[src/rtl/lieat_lsu_membridge_if.sv]
// rtl/lieat_lsu_membridge_if.sv - LSU request/response and memory-bus channels of the LSU memory bridge
interface lieat_lsu_membridge_if;
  // LSU request channel
  logic        lsu_req_valid;
  logic        lsu_req_ready;
  logic        lsu_req_ren;
  logic        lsu_req_wen;
  logic [31:0] lsu_req_addr;
  logic [2:0]  lsu_req_flag;
  logic [31:0] lsu_req_wdata;
  logic        lsu_req_fencei;
  // LSU response channel
  logic        lsu_rsp_valid;
  logic        lsu_rsp_ready;
  logic [31:0] lsu_rsp_rdata;
  logic        lsu_rsp_err;
  // memory-bus request channel
  logic        mem_req_valid;
  logic        mem_req_ready;
  logic        mem_req_wen;
  logic [31:0] mem_req_addr;
  logic [31:0] mem_req_wdata;
  logic [3:0]  mem_req_wstrb;
  // memory-bus response channel
  logic        mem_rsp_valid;
  logic        mem_rsp_ready;
  logic [31:0] mem_rsp_rdata;
  logic        mem_rsp_err;

  // bridge view
  modport slave (
    input  lsu_req_valid, lsu_req_ren, lsu_req_wen, lsu_req_addr,
    input  lsu_req_flag, lsu_req_wdata, lsu_req_fencei,
    output lsu_req_ready,
    output lsu_rsp_valid, lsu_rsp_rdata, lsu_rsp_err,
    input  lsu_rsp_ready,
    output mem_req_valid, mem_req_wen, mem_req_addr, mem_req_wdata, mem_req_wstrb,
    input  mem_req_ready,
    input  mem_rsp_valid, mem_rsp_rdata, mem_rsp_err,
    output mem_rsp_ready
  );

  // LSU plus memory view
  modport master (
    output lsu_req_valid, lsu_req_ren, lsu_req_wen, lsu_req_addr,
    output lsu_req_flag, lsu_req_wdata, lsu_req_fencei,
    input  lsu_req_ready,
    input  lsu_rsp_valid, lsu_rsp_rdata, lsu_rsp_err,
    output lsu_rsp_ready,
    input  mem_req_valid, mem_req_wen, mem_req_addr, mem_req_wdata, mem_req_wstrb,
    output mem_req_ready,
    output mem_rsp_valid, mem_rsp_rdata, mem_rsp_err,
    input  mem_rsp_ready
  );
endinterface

[src/rtl/lieat_lsu_membridge.sv]
// rtl/lieat_lsu_membridge.sv - single-outstanding LSU to word-bus bridge; optional LIEAT_LSU_MISALIGN_CHK_EN alignment check
module lieat_lsu_membridge #(
  parameter int XLEN = 32
) (
  input logic                  clk,
  input logic                  rstn,
  lieat_lsu_membridge_if.slave bus
);

  typedef enum logic [1:0] {S_IDLE, S_REQ, S_WAIT, S_RSP} state_t;

  state_t          state_q, state_d;
  logic [XLEN-1:0] addr_q, addr_d;
  logic [XLEN-1:0] wdata_q, wdata_d;
  logic [XLEN-1:0] rdata_q, rdata_d;
  logic [2:0]      flag_q, flag_d;
  logic            wen_q, wen_d;
  logic            err_q, err_d;

  logic [XLEN-1:0] fmt_wdata;
  logic [3:0]      fmt_wstrb;
  logic [XLEN-1:0] fmt_rdata;
  logic [15:0]     rd_sh;

`ifdef LIEAT_LSU_MISALIGN_CHK_EN
  logic            req_misal;

  // half needs an even address, word needs a word-aligned address
  assign req_misal = ((bus.lsu_req_flag[1:0] == 2'b01) && bus.lsu_req_addr[0]) ||
                     (bus.lsu_req_flag[1] && (bus.lsu_req_addr[1:0] != 2'b00));
`endif

  // replicate store data onto every lane and pick the lanes to write
  always_comb begin
    fmt_wdata = wdata_q;
    fmt_wstrb = 4'b1111;
    case (flag_q[1:0])
      2'b00: begin
        fmt_wdata = {4{wdata_q[7:0]}};
        fmt_wstrb = 4'b0001 << addr_q[1:0];
      end
      2'b01: begin
        fmt_wdata = {2{wdata_q[15:0]}};
        fmt_wstrb = 4'b0011 << {addr_q[1], 1'b0};
      end
      default: begin
      end
    endcase
  end

  // only the low half of the lane-shifted word can ever reach the LSU
  assign rd_sh = 16'(bus.mem_rsp_rdata >> {addr_q[1:0], 3'b000});

  // right-justify and extend returned load data
  always_comb begin
    case (flag_q[1:0])
      2'b00:   fmt_rdata = {{24{~flag_q[2] & rd_sh[7]}}, rd_sh[7:0]};
      2'b01:   fmt_rdata = {{16{~flag_q[2] & rd_sh[15]}}, rd_sh[15:0]};
      default: fmt_rdata = bus.mem_rsp_rdata;
    endcase
  end

  // state and captured request/response registers
  always_ff @(posedge clk or negedge rstn) begin
    if (!rstn) begin
      state_q <= S_IDLE;
      addr_q  <= '0;
      wdata_q <= '0;
      rdata_q <= '0;
      flag_q  <= '0;
      wen_q   <= 1'b0;
      err_q   <= 1'b0;
    end else begin
      state_q <= state_d;
      addr_q  <= addr_d;
      wdata_q <= wdata_d;
      rdata_q <= rdata_d;
      flag_q  <= flag_d;
      wen_q   <= wen_d;
      err_q   <= err_d;
    end
  end

  // next state; ren and fencei only steer the IDLE decision so they are not kept
  always_comb begin
    state_d = state_q;
    addr_d  = addr_q;
    wdata_d = wdata_q;
    rdata_d = rdata_q;
    flag_d  = flag_q;
    wen_d   = wen_q;
    err_d   = err_q;
    case (state_q)
      S_IDLE: begin
        if (bus.lsu_req_valid) begin
          addr_d  = bus.lsu_req_addr;
          wdata_d = bus.lsu_req_wdata;
          flag_d  = bus.lsu_req_flag;
          wen_d   = bus.lsu_req_wen;
          rdata_d = '0;
          err_d   = 1'b0;
          if (bus.lsu_req_fencei || (!bus.lsu_req_ren && !bus.lsu_req_wen)) begin
            state_d = S_RSP;
          end
`ifdef LIEAT_LSU_MISALIGN_CHK_EN
          else if (req_misal) begin
            err_d   = 1'b1;
            state_d = S_RSP;
          end
`endif
          else begin
            state_d = S_REQ;
          end
        end
      end
      S_REQ: begin
        if (bus.mem_req_ready) begin
          state_d = S_WAIT;
        end
      end
      S_WAIT: begin
        if (bus.mem_rsp_valid) begin
          rdata_d = wen_q ? '0 : fmt_rdata;
          err_d   = bus.mem_rsp_err;
          state_d = S_RSP;
        end
      end
      S_RSP: begin
        if (bus.lsu_rsp_ready) begin
          state_d = S_IDLE;
        end
      end
      default: state_d = S_IDLE;
    endcase
  end

  assign bus.lsu_req_ready = (state_q == S_IDLE);
  assign bus.mem_req_valid = (state_q == S_REQ);
  assign bus.mem_req_wen   = wen_q;
  assign bus.mem_req_addr  = {addr_q[XLEN-1:2], 2'b00};
  assign bus.mem_req_wdata = fmt_wdata;
  assign bus.mem_req_wstrb = wen_q ? fmt_wstrb : 4'b0000;
  assign bus.mem_rsp_ready = (state_q == S_WAIT);
  assign bus.lsu_rsp_valid = (state_q == S_RSP);
  assign bus.lsu_rsp_rdata = rdata_q;
  assign bus.lsu_rsp_err   = err_q;

endmodule

[src/flat_wrapper.sv]
// flat-port wrapper written by rule: the top's interface ports become plain ports
module lieat_lsu_membridge_flat 
#(
  parameter int XLEN = 32
)
  (clk, rstn, bus_lsu_req_valid, bus_lsu_req_ren, bus_lsu_req_wen, bus_lsu_req_addr, bus_lsu_req_flag, bus_lsu_req_wdata, bus_lsu_req_fencei, bus_lsu_req_ready, bus_lsu_rsp_valid, bus_lsu_rsp_rdata, bus_lsu_rsp_err, bus_lsu_rsp_ready, bus_mem_req_valid, bus_mem_req_wen, bus_mem_req_addr, bus_mem_req_wdata, bus_mem_req_wstrb, bus_mem_req_ready, bus_mem_rsp_valid, bus_mem_rsp_rdata, bus_mem_rsp_err, bus_mem_rsp_ready);
  lieat_lsu_membridge_if bus_i ();
  input logic clk;
  input logic rstn;
  input wire logic [$bits(bus_i.lsu_req_valid)-1:0] bus_lsu_req_valid;
  input wire logic [$bits(bus_i.lsu_req_ren)-1:0] bus_lsu_req_ren;
  input wire logic [$bits(bus_i.lsu_req_wen)-1:0] bus_lsu_req_wen;
  input wire logic [$bits(bus_i.lsu_req_addr)-1:0] bus_lsu_req_addr;
  input wire logic [$bits(bus_i.lsu_req_flag)-1:0] bus_lsu_req_flag;
  input wire logic [$bits(bus_i.lsu_req_wdata)-1:0] bus_lsu_req_wdata;
  input wire logic [$bits(bus_i.lsu_req_fencei)-1:0] bus_lsu_req_fencei;
  output wire logic [$bits(bus_i.lsu_req_ready)-1:0] bus_lsu_req_ready;
  output wire logic [$bits(bus_i.lsu_rsp_valid)-1:0] bus_lsu_rsp_valid;
  output wire logic [$bits(bus_i.lsu_rsp_rdata)-1:0] bus_lsu_rsp_rdata;
  output wire logic [$bits(bus_i.lsu_rsp_err)-1:0] bus_lsu_rsp_err;
  input wire logic [$bits(bus_i.lsu_rsp_ready)-1:0] bus_lsu_rsp_ready;
  output wire logic [$bits(bus_i.mem_req_valid)-1:0] bus_mem_req_valid;
  output wire logic [$bits(bus_i.mem_req_wen)-1:0] bus_mem_req_wen;
  output wire logic [$bits(bus_i.mem_req_addr)-1:0] bus_mem_req_addr;
  output wire logic [$bits(bus_i.mem_req_wdata)-1:0] bus_mem_req_wdata;
  output wire logic [$bits(bus_i.mem_req_wstrb)-1:0] bus_mem_req_wstrb;
  input wire logic [$bits(bus_i.mem_req_ready)-1:0] bus_mem_req_ready;
  input wire logic [$bits(bus_i.mem_rsp_valid)-1:0] bus_mem_rsp_valid;
  input wire logic [$bits(bus_i.mem_rsp_rdata)-1:0] bus_mem_rsp_rdata;
  input wire logic [$bits(bus_i.mem_rsp_err)-1:0] bus_mem_rsp_err;
  output wire logic [$bits(bus_i.mem_rsp_ready)-1:0] bus_mem_rsp_ready;
  assign bus_i.lsu_req_valid = bus_lsu_req_valid;
  assign bus_i.lsu_req_ren = bus_lsu_req_ren;
  assign bus_i.lsu_req_wen = bus_lsu_req_wen;
  assign bus_i.lsu_req_addr = bus_lsu_req_addr;
  assign bus_i.lsu_req_flag = bus_lsu_req_flag;
  assign bus_i.lsu_req_wdata = bus_lsu_req_wdata;
  assign bus_i.lsu_req_fencei = bus_lsu_req_fencei;
  assign bus_lsu_req_ready = bus_i.lsu_req_ready;
  assign bus_lsu_rsp_valid = bus_i.lsu_rsp_valid;
  assign bus_lsu_rsp_rdata = bus_i.lsu_rsp_rdata;
  assign bus_lsu_rsp_err = bus_i.lsu_rsp_err;
  assign bus_i.lsu_rsp_ready = bus_lsu_rsp_ready;
  assign bus_mem_req_valid = bus_i.mem_req_valid;
  assign bus_mem_req_wen = bus_i.mem_req_wen;
  assign bus_mem_req_addr = bus_i.mem_req_addr;
  assign bus_mem_req_wdata = bus_i.mem_req_wdata;
  assign bus_mem_req_wstrb = bus_i.mem_req_wstrb;
  assign bus_i.mem_req_ready = bus_mem_req_ready;
  assign bus_i.mem_rsp_valid = bus_mem_rsp_valid;
  assign bus_i.mem_rsp_rdata = bus_mem_rsp_rdata;
  assign bus_i.mem_rsp_err = bus_mem_rsp_err;
  assign bus_mem_rsp_ready = bus_i.mem_rsp_ready;
  lieat_lsu_membridge #(.XLEN(XLEN)) u_core (.clk(clk), .rstn(rstn), .bus(bus_i));
endmodule
[config.mk]
export PLATFORM = sky130hd
export DESIGN_NAME = lieat_lsu_membridge_flat
export DESIGN_NICKNAME = d
export VERILOG_FILES = /design/src/rtl/lieat_lsu_membridge_if.sv /design/src/rtl/lieat_lsu_membridge.sv /design/src/flat_wrapper.sv
export SDC_FILE = /design/constraint.sdc
export NUM_CORES = 1
export LEC_CHECK = 0
export CORE_ASPECT_RATIO = 1.25
export CORE_MARGIN = 3
export CORE_UTILIZATION = 35
export CTS_BUF_LIST = sky130_fd_sc_hd__clkbuf_2 sky130_fd_sc_hd__clkbuf_4 sky130_fd_sc_hd__clkbuf_8
export CTS_CLUSTER_DIAMETER = 200
export DETAILED_ROUTE_END_ITERATION = 7
export PLACE_DENSITY = 0.75
export SETUP_SLACK_MARGIN = 0.4
export SLEW_MARGIN = 25
export SYNTH_ARGS = -nofsm -noshare
export SYNTH_HDL_FRONTEND = slang
export SYNTH_SLANG_ARGS = --single-unit
[constraint.sdc]
create_clock -name clk -period 6.8 [get_ports clk]
set_clock_uncertainty 0.15 [all_clocks]
set_input_delay 0.68 -clock clk [delete_from_list [all_inputs] [get_ports clk]]
set_output_delay 0.68 -clock clk [all_outputs]
set_load 0.03 [all_outputs]
* Yosys cells after proc, flatten, opt, wreduce, memory -nomap -nowiden
Cells that the tools add are included.
Storage, ports and cells: logic and storage cells 48, bits of input ports 109, output and inout port bits 106, register bits after elaboration 103
Cells by class: shifts and indexed selects 3, multiplexer cells 17, reduce and logical (&&, ||, !) cells 10, bitwise gates (word level) 3, equality and inequality tests 8
Operator list (number):
- $pmux W32 S2 | 3
- $mux W32 | 3
- $shr A32 B5 Y16 | 1
- $mux W2 | 5
- $pmux W2 S4 | 1
- $pmux W4 S2 | 1
- $eq A2 B1 Y1 const B | 2
- $eq A2 B2 Y1 const B | 2
- $logic_not A2 Y1 | 2
- $mux W4 | 1
- $ne A2 B1 Y1 const B | 2
- $ne A2 B2 Y1 const B | 2
- $reduce_and A4 Y1 | 1
- $shl A1 B2 Y4 const A | 1
- $shl A2 B2 Y4 const A | 1
- $reduce_and A3 Y1 | 1
- $and A1 B1 Y1 | 2
- $logic_not A1 Y1 | 2
- $mux W1 | 2
- $pmux W1 S2 | 1
- $reduce_and A2 Y1 | 1
- $reduce_bool A2 Y1 | 1
- $logic_and A1 B1 Y1 | 1
- $logic_or A1 B1 Y1 | 1
- $not A1 Y1 | 1

* Depth between registers and ports, before layout
depth after elaboration 6, depth in mapped cells 8, mapped depth without buffers 6

* Worst setup path after synthesis
No wires, ideal clock.
path kind register to output, start point reg u_core.flag_q[0], end point out bus_mem_req_wdata[24], setup slack 4285 ps, required time 5970 ps, arrival time 1685 ps, stages on the path, launching flop included 5, path buffers 2, cells stage by stage dfrtp_1 -> buf_2 -> clkbuf_1 -> mux2i_1 -> o21ai_0
Between the ends: word-level cells in the longest chain between the ends 2, elaborated cells between the ends (all ways) 3, those cells by class eq/ne (1); mux (1); reduce/logical (1)
Ends and longest elaborated chain:
- start, declared | line lieat_lsu_membridge.sv:16 | logic [2:0] flag_q, flag_d;
- start signal, assigned | line lieat_lsu_membridge.sv:78 | flag_q <= flag_d;
- $eq A2 B1 Y1 / $logic_not A2 Y1 (equally long branches) | line lieat_lsu_membridge.sv:37 | case (flag_q[1:0])
- $pmux W32 S2 * | line lieat_lsu_membridge.sv:37
- end, declared | line flat_wrapper.sv:25 | output wire logic [$bits(bus_i.mem_req_wdata)-1:0] bus_mem_req_wdata;
Mark *: on every way between the ends. The rest lies on a longest branch, timed or not.

* Worst setup path after layout
start point reg u_core.flag_q[0], end point out bus_mem_req_wdata[13]
Same word-level chain as after synthesis.

==> summary.md <==
| Metric | Value |
|---|---|
| WS Path Type | `flop to output pin` |
| Worst-Margin Slew | `940 ps` |
| Seq cells post-synth | `slightly above 100` |
| Worst slew margin | `between 30% and 40%` |
| Setup WS pre-CTS | `3790 ps` |
| Yosys top cell area share | `roughly 48%` |
| # hold bufs at CTS | `0` |
| CTS buffer count | `9` |
| Post-synth top area cell | `dfrtp_1` |
| First-pass GRT wire length | `23.1 mm` |
| Unrepaired setup endpoints after global routing | `no` |
| Core area | `14700 µm²` |
| Die X | `116 µm` |
| Pin count of the biggest net entering global routing | `between 60 and 70` |
| CP top delay family | `buffers and inverters` |
| DP HPWL | `11.0 mm` |
| CTS tree | `yes` |
| Worst setup SP type | `flop` |
| Status | `finished clean` |
| CP Launch Point | `u_core.flag_q[0]` |
| Final hold vios | `0` |
| Power Density | `~540 nW/µm²` |
| Number of synthesized flops with an enable pin | `0` |
| Max cap viols | `0` |
| ANT nets after route | `0` |
| DRT Wirelength | `14.7 mm` |
| CP max-delay cell | `clkdlybuf4s50_1` |
| Yosys cell types | `38` |
| Routed len/inst | `18.8 µm` |
| Row count | `49` |
| Clock slew at reported path FFs | `110 ps` |
| Worst reg2reg path depth | `6` |
| Diodes inserted | `0` |
| R2r setup slk | `4180 ps` |
| Sum of buffers and inverters on the critical path | `1` |
| CP Cell Sequence | `nor2_1 -> mux2_2 -> clkdlybuf4s50_1` |
| Worst Setup End Kind | `output pin` |
| Most frequent cells in the layout | `clkdlybuf4s50_1 (211), dfrtp_1 (102), mux2_2 (93)` |
| Final setup TNS | `0 ps` |
| Fin crit share | `approximately half` |
| Die Height | `around 140 µm` |
| Worst Path Required | `5970 ps` |
| Async set or reset register ratio after synthesis | `between 90% and 100%` |
| Most area-consuming cells after synthesis | `dfrtp_1 (48%), mux2_2 (20%), buf_4 (5.9%)` |
| Pins Over Slew Limit | `0` |
| Main synth FF type | `dfrtp_1` |
| Commonest non-fill, non-tap cell in the layout | `clkdlybuf4s50_1` |
| Number of global-route vias before repair | `approximately 4500` |
| Cell leakage power | `around 3.1 nW` |
| Antenna violations before repair | `0` |
| Initial cell density of the core | `between 30% and 40%` |
| I/O Buffers | `roughly 210` |
| Fmax | `297 MHz` |
| Worst R2R End | `u_core.bus.lsu_rsp_rdata[19]` |
| Worst Path Max Fanout | `9` |
| Clock sink total | `a little over 100` |
| Fin crit period | `3370 ps` |
| GRT Overall Usage | `between 10% and 20%` |
| Register area share after synthesis | `about 48%` |
| Layout cell share with drive strength beyond 1 | `between 20% and 30%` |
| Number of setup buffers added after CTS | `0` |
| Worst skew pair latency | `between 300 and 400 ps` |
| # fillers | `around 1300` |
| Area growth syn-to-layout | `40.5%` |
| Residual DRC | `0` |
| Max stage delay on crit path | `610 ps` |
| Hold slack | `roughly 130 ps` |
| Die ar. | `between 15000 and 20000 µm²` |
| CTS root buffer | `clkbuf_8` |
| Iter 0 DRT Violations | `between 200 and 300` |
| Vias per cell | `between 5 and 6` |
| RD Place Congestion | `0.840` |
| Post-Synthesis Cell Area | `5340 µm²` |
| IO Pins | `~220` |
| Crit path DAT | `around 2500 ps` |
| Post-cts resize count | `0` |
| Final setup margin | `~3400 ps` |
| Synth warnings | `0` |
| Crit path depth | `3` |
| Longest Clk Path Bufs | `2` |
| Layout net count | `between 700 and 800` |
| Tightest Hold Check Type | `input port to async pin` |
| First-pass detailed-route iteration total | `4` |
| Post-Syn Area per Cell | `12.1 µm²` |
| H-tree depth | `3` |
| Routed via count | `approximately 4000` |
| Cells after Synth | `approximately 440` |
| Worst r2r src | `u_core.state_q[0]` |
| Worst VDD drop | `~330 µV` |
| CP endpoint | `bus_mem_req_wdata[13]` |
| # setup viols final | `0` |
| Total global routing overflow | `0` |
[cells in the mapped netlist (2+ instances only)]
cell type	count
dfrtp_1	103
inv_1	7
buf_6	2
buf_2	7
buf_4	42
or3_1	2
nand2_1	13
a221o_2	16
nand2b_1	2
o211ai_1	7
mux2_2	93
a21oi_1	3
a22o_1	7
ha_1	5
o21ai_0	10
clkbuf_1	13
o21a_1	4
nor2_1	25
a22oi_1	15
nor2b_1	6
nand3_1	10
o22ai_1	2
a221o_1	7
buf_1	7
mux2i_1	20
[power by group]
group / switching [mW] / internal, mW / leakage [nW]
registers: 0.242 / 0.906 / 1.28
clock network: 0.233 / 0.178 / 0.100
logic: 1.35 / 1.15 / 1.76
[state kept, by name, indices dropped and copies added, names as in the netlist]
name                      count
u_core.bus.mem_req_wen        1
u_core.bus.lsu_rsp_rdata     32
u_core.wdata_q               32
u_core.bus.lsu_rsp_err        1
u_core.addr_q                32
u_core.flag_q                 3
u_core.state_q                2
[area by class of cell]
type                    instances  area (µm²)  share of cell area (%)
flip-flops and latches        103        2580                    34.4
multi-input cells             261        2300                    30.7
well taps                     178         223                    2.97
repair buffers                217        2160                    28.8
clock inverters                 7        85.1                    1.13
clock buffers                   9         124                    1.65
inverters                       7        26.3                   0.350
[routing by layer]
layer,vias up,part of all wire (%),GRT usage [%]
li1,1880,-,-
met3,16,8.7,5.36
met1,1956,39,20.2
met5,-,0,0
met2,190,51,30.5
met4,0,1.8,6.96
[worst min path at each step]
| stage | slack (ps) | start | end | cells after the start |
|---|---|---|---|---|
| 2_1_floorplan | 230 | rstn | u_core.addr_q[0] | 0 |
| 3_3_place_gp | 330 | u_core.wdata_q[22] | u_core.wdata_q[22] | 1 |
| 3_5_place_dp | 340 | u_core.addr_q[2] | u_core.addr_q[2] | 1 |
| 4_1_cts | 140 | rstn | u_core.addr_q[2] | 1 |
| 5_1_grt | 150 | rstn | u_core.addr_q[2] | 1 |
| 6_report | 130 | rstn | u_core.bus.mem_req_wen | 1 |
[cells by family after synthesis]
| kind of cell | synth area share [%] |
|---|---|
| AOI/OAI and AO/OA | 11.4 |
| adders and majority gates | 1.17 |
| buffers and inverters | 8.89 |
| DFF | 48.3 |
| muxes | 23.8 |
| other | 0.0703 |
| and+or+nand+nor | 6.33 |
[stage by stage]
stage	cells	instance area, µm²	power (mW)	util (%)
final	782	7500	4.06	51.2
after global routing	782	7500	4.29	51.2
after CTS	781	7490	4.10	51.1
after detailed placement	765	7280	3.67	49.7
after global placement	765	7280	3.61	49.7
after floorplan	442	5340	2.84	-
(Power assumes the default switching activity.)
